==> config.mk <==
export PLATFORM = sky130hd
export DESIGN_NAME = qam_stream_modulator
export DESIGN_NICKNAME = d
export VERILOG_FILES = /design/src/rtl/qam_stream_modulator.sv
export SDC_FILE = /design/constraint.sdc
export NUM_CORES = 1
export LEC_CHECK = 0
export ABC_AREA = 1
export CORE_MARGIN = 2
export CORE_UTILIZATION = 50
export DETAILED_ROUTE_END_ITERATION = 10
export DONT_BUFFER_PORTS = 1
export GPL_ROUTABILITY_DRIVEN = 0
export PLACE_DENSITY = 0.64
export SETUP_SLACK_MARGIN = 0.4
export SYNTH_ARGS = -nofsm -noshare
export SYNTH_HDL_FRONTEND = slang
export SYNTH_SLANG_ARGS = --single-unit
==> constraint.sdc <==
create_clock -name ipClk -period 4.45 [get_ports ipClk]
set_input_delay 0.89 -clock ipClk [delete_from_list [all_inputs] [get_ports ipClk]]
set_output_delay 0.89 -clock ipClk [all_outputs]
set_load 0.02 [all_outputs]
==> src/rtl/qam_stream_modulator.sv <==
// Symbol-FIFO fed BPSK/QPSK/16-QAM/64-QAM modulator: I*aI + Q*aQ through a 2-stage pipeline.
// Optional saturating underrun counter enabled by defining QAMMOD_UNDERRUN_CNT_EN.
module qam_stream_modulator #(
  parameter int CARRIER_W  = 18,
  parameter int FIFO_DEPTH = 16,
  localparam int OUT_W     = CARRIER_W + 5,
  localparam int CNT_W     = $clog2(FIFO_DEPTH) + 1
) (
  input  logic                        ipClk,
  input  logic                        ipReset,
  input  logic                        ipEnable,
  input  logic [1:0]                  ipMode,
  input  logic [15:0]                 ipSymPeriod,
  input  logic [5:0]                  ipSym,
  input  logic                        ipSymValid,
  output logic                        opSymReady,
  input  logic signed [CARRIER_W-1:0] ipI,
  input  logic signed [CARRIER_W-1:0] ipQ,
  output logic signed [OUT_W-1:0]     opModulated,
  output logic                        opModulatedValid,
  output logic                        opSymStrobe,
  output logic                        opUnderrun,
`ifdef QAMMOD_UNDERRUN_CNT_EN
  input  logic                        ipUnderrunClear,
  output logic [15:0]                 opUnderrunCount,
`endif
  output logic [CNT_W-1:0]            opFIFO_Count,
  output logic                        opBusy
);

  localparam int AW     = $clog2(FIFO_DEPTH);
  localparam int PROD_W = CARRIER_W + 4;

  typedef enum logic [0:0] {StIdle, StActive} state_e;

  state_e state_q, state_d;

  logic [AW-1:0]    wr_ptr_q, wr_ptr_d, rd_ptr_q, rd_ptr_d;
  logic [CNT_W-1:0] count_q, count_d;
  logic [5:0]       mem_q [FIFO_DEPTH];
  logic             ready_en_q;
  logic             push, start;

  logic [15:0]        tick_q, tick_d, period_q, period_d, eff_period;
  logic signed [3:0]  lvl_ich_q, lvl_ich_d, lvl_qch_q, lvl_qch_d;
  logic               underrun_q, underrun_d;
  logic               last_tick;

  logic signed [PROD_W-1:0] prod_i_q, prod_i_d, prod_q_q, prod_q_d;
  logic signed [OUT_W-1:0]  sum_q, sum_d;
  logic [1:0]               valid_pipe_q, valid_pipe_d, strobe_pipe_q, strobe_pipe_d;

  function automatic logic signed [3:0] gray2(input logic [1:0] b);
    case (b)
      2'b00:   return -4'sd6;
      2'b01:   return -4'sd2;
      2'b11:   return 4'sd2;
      default: return 4'sd6;
    endcase
  endfunction

  function automatic logic signed [3:0] gray3(input logic [2:0] b);
    case (b)
      3'b000:  return -4'sd7;
      3'b001:  return -4'sd5;
      3'b011:  return -4'sd3;
      3'b010:  return -4'sd1;
      3'b110:  return 4'sd1;
      3'b111:  return 4'sd3;
      3'b101:  return 4'sd5;
      default: return 4'sd7;
    endcase
  endfunction

  // Returns {aI, aQ}.
  function automatic logic [7:0] map_levels(input logic [1:0] mode, input logic [5:0] sym);
    logic signed [3:0] ai, aq;
    case (mode)
      2'd0: begin
        ai = sym[0] ? 4'sd7 : -4'sd7;
        aq = 4'sd0;
      end
      2'd1: begin
        ai = sym[1] ? 4'sd5 : -4'sd5;
        aq = sym[0] ? 4'sd5 : -4'sd5;
      end
      2'd2: begin
        ai = gray2(sym[3:2]);
        aq = gray2(sym[1:0]);
      end
      default: begin
        ai = gray3(sym[5:3]);
        aq = gray3(sym[2:0]);
      end
    endcase
    return {ai, aq};
  endfunction

  // FIFO: ready is held low until the first clock after reset release.
  assign opSymReady = ready_en_q && (count_q < CNT_W'(FIFO_DEPTH));
  assign push       = ipSymValid && opSymReady;

  always_comb begin
    wr_ptr_d = wr_ptr_q;
    rd_ptr_d = rd_ptr_q;
    count_d  = count_q;
    if (push) wr_ptr_d = wr_ptr_q + AW'(1);
    if (start) rd_ptr_d = rd_ptr_q + AW'(1);
    if (push && !start) begin
      count_d = count_q + CNT_W'(1);
    end else if (!push && start) begin
      count_d = count_q - CNT_W'(1);
    end
  end

  always_ff @(posedge ipClk) begin
    if (push) mem_q[wr_ptr_q] <= ipSym;
  end

  // Symbol sequencer.
  assign eff_period = (ipSymPeriod == 16'd0) ? 16'd1 : ipSymPeriod;
  assign last_tick  = (tick_q == period_q - 16'd1);

  always_comb begin
    state_d    = state_q;
    tick_d     = tick_q;
    period_d   = period_q;
    lvl_ich_d  = lvl_ich_q;
    lvl_qch_d  = lvl_qch_q;
    underrun_d = 1'b0;
    start      = 1'b0;
    unique case (state_q)
      StIdle: begin
        if (ipEnable && count_q != '0) start = 1'b1;
      end
      StActive: begin
        if (last_tick) begin
          if (ipEnable && count_q != '0) begin
            start = 1'b1;
          end else begin
            state_d    = StIdle;
            lvl_ich_d  = 4'sd0;
            lvl_qch_d  = 4'sd0;
            underrun_d = ipEnable;
          end
        end else begin
          tick_d = tick_q + 16'd1;
        end
      end
      default: state_d = StIdle;
    endcase
    if (start) begin
      state_d                = StActive;
      tick_d                 = 16'd0;
      period_d               = eff_period;
      {lvl_ich_d, lvl_qch_d} = map_levels(ipMode, mem_q[rd_ptr_q]);
    end
  end

  // Datapath: products, then sum; valid/strobe ride alongside.
  always_comb begin
    prod_i_d      = PROD_W'(ipI) * PROD_W'(lvl_ich_q);
    prod_q_d      = PROD_W'(ipQ) * PROD_W'(lvl_qch_q);
    sum_d         = OUT_W'(prod_i_q) + OUT_W'(prod_q_q);
    valid_pipe_d  = {valid_pipe_q[0], state_q == StActive};
    strobe_pipe_d = {strobe_pipe_q[0], (state_q == StActive) && (tick_q == 16'd0)};
  end

  always_ff @(posedge ipClk or negedge ipReset) begin
    if (!ipReset) begin
      state_q       <= StIdle;
      wr_ptr_q      <= '0;
      rd_ptr_q      <= '0;
      count_q       <= '0;
      ready_en_q    <= 1'b0;
      tick_q        <= '0;
      period_q      <= 16'd1;
      lvl_ich_q     <= '0;
      lvl_qch_q     <= '0;
      underrun_q    <= 1'b0;
      prod_i_q      <= '0;
      prod_q_q      <= '0;
      sum_q         <= '0;
      valid_pipe_q  <= '0;
      strobe_pipe_q <= '0;
    end else begin
      state_q       <= state_d;
      wr_ptr_q      <= wr_ptr_d;
      rd_ptr_q      <= rd_ptr_d;
      count_q       <= count_d;
      ready_en_q    <= 1'b1;
      tick_q        <= tick_d;
      period_q      <= period_d;
      lvl_ich_q     <= lvl_ich_d;
      lvl_qch_q     <= lvl_qch_d;
      underrun_q    <= underrun_d;
      prod_i_q      <= prod_i_d;
      prod_q_q      <= prod_q_d;
      sum_q         <= sum_d;
      valid_pipe_q  <= valid_pipe_d;
      strobe_pipe_q <= strobe_pipe_d;
    end
  end

`ifdef QAMMOD_UNDERRUN_CNT_EN
  logic [15:0] urun_cnt_q, urun_cnt_d;

  // Clear has priority over a coincident underrun.
  always_comb begin
    urun_cnt_d = urun_cnt_q;
    if (ipUnderrunClear) begin
      urun_cnt_d = 16'd0;
    end else if (underrun_q && urun_cnt_q != 16'hFFFF) begin
      urun_cnt_d = urun_cnt_q + 16'd1;
    end
  end

  always_ff @(posedge ipClk or negedge ipReset) begin
    if (!ipReset) urun_cnt_q <= '0;
    else          urun_cnt_q <= urun_cnt_d;
  end

  assign opUnderrunCount = urun_cnt_q;
`endif

  assign opModulated      = sum_q;
  assign opModulatedValid = valid_pipe_q[1];
  assign opSymStrobe      = strobe_pipe_q[1];
  assign opUnderrun       = underrun_q;
  assign opFIFO_Count     = count_q;
  assign opBusy           = (state_q == StActive);

endmodule

==> flow_results.org <==
** Status
- Outcome :: finished clean

** Logic synthesis
- Cell type with the highest aggregate area in the netlist :: dfrtp_1
- By area the synthesized netlist is led by dfrtp_1 (20%), edfxtp_1 (19%), nand2_1 (11%), fa_1 (9.9%), ha_1 (9.6%).
- For this run, the number of Yosys warnings is 0.
- In the post-synthesis netlist, the cell with the most instances is nand2_1.
- Number of nets produced by synthesis :: just over 2000
- The most used flip-flop cell after synthesis is dfrtp_1.
- Netlist area before placement :: 0.0154 mm²
- The share of synthesized area in the top cell type comes to 20.4%.
- After synthesis, the netlist uses 48 different library cells.
- After synthesis, the share of flip-flops with an asynchronous set or reset is 57.0%.
- The synthesized design contains 96 enable-type register cells.
- After synthesis the netlist holds a flip-flop and latch count of 223.
- Average instance area after synthesis :: just under 9 µm²
- Counting every instance in the synthesized netlist gives 1771.
- For this run, the register share of the synthesized area comes to 39.3%.
- By count the netlist is led by nand2_1 (457), inv_1 (227), nor2_1 (137).

** Critical path
- By startpoint and endpoint, the worst setup path is classified as flip-flop to flip-flop.
- Startpoint of the lowest-slack register-to-register path :: lvl_qch_q[3]
- CP dominant cell by count :: fa_1
- Required @ worst endpoint :: a little under 5 ns
- On the worst path, the slowest cell contributes a delay of 0.54 ns.
- Cell with the biggest individual delay on the critical path :: fa_1
- Buffers & Inverters on Critical Path :: 3
- CP delay by family, top :: adder cells
- Data arrival at the endpoint of the critical path :: about 4.5 ns
- In this run the worst setup path begins at lvl_qch_q[3].
- STA classifies the critical path endpoint as a flip-flop.
- Along the worst path, the maximum fanout reaches 6.
- STA classifies the critical path startpoint as a flip-flop.
- Ordered cell list for the critical path :: clkinvlp_4, or2_4, fa_1, fa_1, fa_1, inv_1, ha_2, inv_2, fa_2, o21ai_4, a21oi_2, o21ai_2, a21oi_2, o21ai_2, xor2_1

** Clock network
- For the worst-skew pair, the clock arrives at the later sink with an insertion delay of 0.56 ns.
- Clock tree sinks :: 223
- Clock Root Buffer :: clkbuf_16
- Buffers inserted during clock tree synthesis total 27.
- Maximum clock path buffer count :: 3
- H-Tree Depth :: 1
- TritonCTS built the clock tree.
- After clock tree synthesis, the clock-pin slew on the worst setup and hold paths is 0.07 ns.

** Power
- Power density relative to cell area :: ~280 mW/mm²
- Across the VDD grid, the largest voltage drop is around 0.37 mV.
- Leakage :: 9.02 nW

** Drt
- After detailed routing, the total wire length is 35200 µm.
- Remaining antenna violation count after routing :: 0
- After detailed routing, the number of remaining DRC violations is 0.
- Average via count per standard cell :: 5.26
- DRC marker count from the first detailed-route iteration :: 792
- Number of detailed-route iterations in the first pass :: 5
- For this block, the via count after detailed routing is 11590.
- DR WL/cell :: 16.0 µm

** Placed design
- Port bufs :: 0
- HPWL after detailed placement :: 25900 µm

** STA
- Tcrit/Tclk final :: 89.1%
- Setup repair after global routing could not meet its margin everywhere.
- The final hold violation count was 0.
- Setup violations remaining at the end of the flow were counted as 0.
- Setup Total Neg Slack :: 0 ns
- Across all hold checks on the routed design, the worst slack comes to ~0.034 ns.
- Slew at the pin with the worst max-slew slack :: about 1.2 ns
- Worst slew margin :: between 20 and 25%
- Across the routed clock network, the largest skew measured is 0.0214 ns.
- Derived from the worst setup path, the maximum achievable clock frequency is 252 MHz.
- Post-layout minimum cycle time :: 3.96 ns
- Number of slew-limit violations in the final report :: 0

** Global routing
- The number of antenna violations at the first check in global routing is 0.
- Total congestion overflow after global routing :: 0
- The via count of the first global-routing pass is 11411.
- Pin count of the biggest net entering global routing :: a little over 80
- Wire length of the first global-routing pass :: 58200 µm
- All-layer global routing usage :: 22.0%

** Floorplanning
- The initial utilization of the core area, before any placement, comes to 50.6%.
- Horizontal die dimension :: 180 µm
- The floorplan step set the die height to 180 µm.
- During I/O placement, the number of pins put on the boundary was 97.
- The floorplan step defined a die boundary enclosing 0.0323 mm².
- The region available for standard cell placement spans 0.0305 mm².
- The floorplan has 64 rows.

** Final layout
- The repair_antennas step left the layout with diodes totalling 0.
- Share of final-layout standard cells stronger than drive strength 1 :: a little under a tenth
- Layout Nets :: just over 2000
- Compared with the post-synthesis result, the final layout area differs by 10.2%.

** Flow run
- Number of violations of the max-capacitance limit :: 0

** Hold path
- Hold Path Class :: primary input to async pin
flip-flops by register name (all words and copies together), names as in the netlist, 2 cells and up:
register,count
opFIFO_Count,5
valid_pipe_q,2
mem_q,96
tick_q,16
rd_ptr_q,4
prod_i_q,22
prod_q_q,22
lvl_qch_q,4
strobe_pipe_q,2
period_q,16
opModulated,23
lvl_ich_q,4
wr_ptr_q,4
cells by family after synthesis:
logic type,share of synthesized area (%)
other cells,0.0243
buf+inv,6.98
compound gates,6.95
xor+xnor,5.39
simple gates,22.0
fa+ha+maj,19.4
flops,39.3
timing repair:
item,CTS,global route
hold buffers,1,0
cloned,0,1
endpoints found under the setup margin,2,15
hold endpoints to repair,48,0
resized for setup,1,31
pin swaps,0,12
buffers inserted,0,14
placed cells by master (no fill, tap or decap), drive strengths merged:
cell type | Yosys | final
a21boi | 4 | 4
a21o | 6 | 6
a21oi | 89 | 89
a31oi | 4 | 4
a41oi | 1 | 1
and2 | 2 | 2
and3 | 1 | 1
buf | 13 | 29
bufinv | 0 | 2
clkbuf | 31 | 30
clkinv | 2 | 15
clkinvlp | 0 | 3
conb | 1 | 1
dfrtp | 126 | 126
dfstp | 1 | 1
edfxtp | 96 | 96
fa | 76 | 76
ha | 118 | 118
inv | 229 | 231
nand2 | 461 | 461
nand3 | 94 | 94
nand3b | 7 | 7
nand4 | 19 | 19
nor2 | 144 | 144
nor3 | 17 | 17
nor3b | 1 | 1
nor4 | 9 | 9
o2111ai | 2 | 2
o211ai | 8 | 8
o21a | 2 | 2
o21ai | 70 | 70
o21bai | 4 | 4
o221ai | 1 | 1
o31ai | 5 | 5
or2 | 31 | 31
or3 | 1 | 1
xnor2 | 28 | 28
xor2 | 67 | 67
per-stage QoR:
| stage | instances | worst slack [ns] | area [µm²] | total power [mW] | util [%] |
|---|---|---|---|---|---|
| 2_1_floorplan | 1771 | 0.376 | 15500 | 2.54 | - |
| 3_3_place_gp | 2137 | 0.234 | 15900 | 2.60 | 52.1 |
| 3_5_place_dp | 2137 | 0.174 | 15900 | 2.61 | 52.1 |
| 4_1_cts | 2187 | 0.433 | 16800 | 4.80 | 55.0 |
| 5_1_grt | 2202 | 0.311 | 17000 | 4.94 | 55.8 |
| 6_report | 2202 | 0.486 | 17000 | 4.74 | 55.8 |
final timing paths:
path                                   end  slack (ns)  cells after the start
setup / recovery              prod_q_q[19]        0.49                     15
hold / removal                   tick_q[5]        0.03                      0
setup reg to reg              prod_q_q[19]        0.49                     15
hold reg to reg            valid_pipe_q[1]        0.35                      0
max in group asynchronous     lvl_qch_q[1]        4.01                      1
min in group ipClk         valid_pipe_q[1]        0.35                      0
routing by layer:
metal,vias up,track usage [%],part of all wire [%]
met5,-,0,0
met4,0,5.79,2.0
met3,37,4.36,6.3
met2,271,34.7,45
met1,5536,31.3,47
li1,5746,-,-
power breakdown:
part           internal, mW  leakage [nW]  total, mW  switching, mW
sequential             2.22          2.57       2.31         0.0882
combinational        0.0903          6.01      0.269          0.179
clock                  1.26         0.435       2.16          0.905
total                  3.57          9.02       4.74           1.17
worst reg2reg max path, cell delays in order (launching register included):
cell and delay (ns):
dfrtp_2 0.45, clkinvlp_4 0.20, or2_4 0.27, fa_1 0.46
fa_1 0.54, fa_1 0.41, inv_1 0.07, ha_2 0.20
inv_2 0.05, fa_2 0.38, o21ai_4 0.20, a21oi_2 0.11
o21ai_2 0.18, a21oi_2 0.10, o21ai_2 0.14, xor2_1 0.15
cell type report:
| cell class | count | area (µm²) |
|---|---|---|
| clock buffers | 30 | 697 |
| clock inverters | 19 | 175 |
| fillers | 2792 | 13500 |
| inverters | 231 | 875 |
| multi-input cells | 1273 | 8460 |
| flip-flops and latches | 223 | 6060 |
| well taps | 396 | 495 |
| repair buffers | 29 | 248 |
| repair inverters | 1 | 7.51 |
Power figures use the tool's default switching activity.
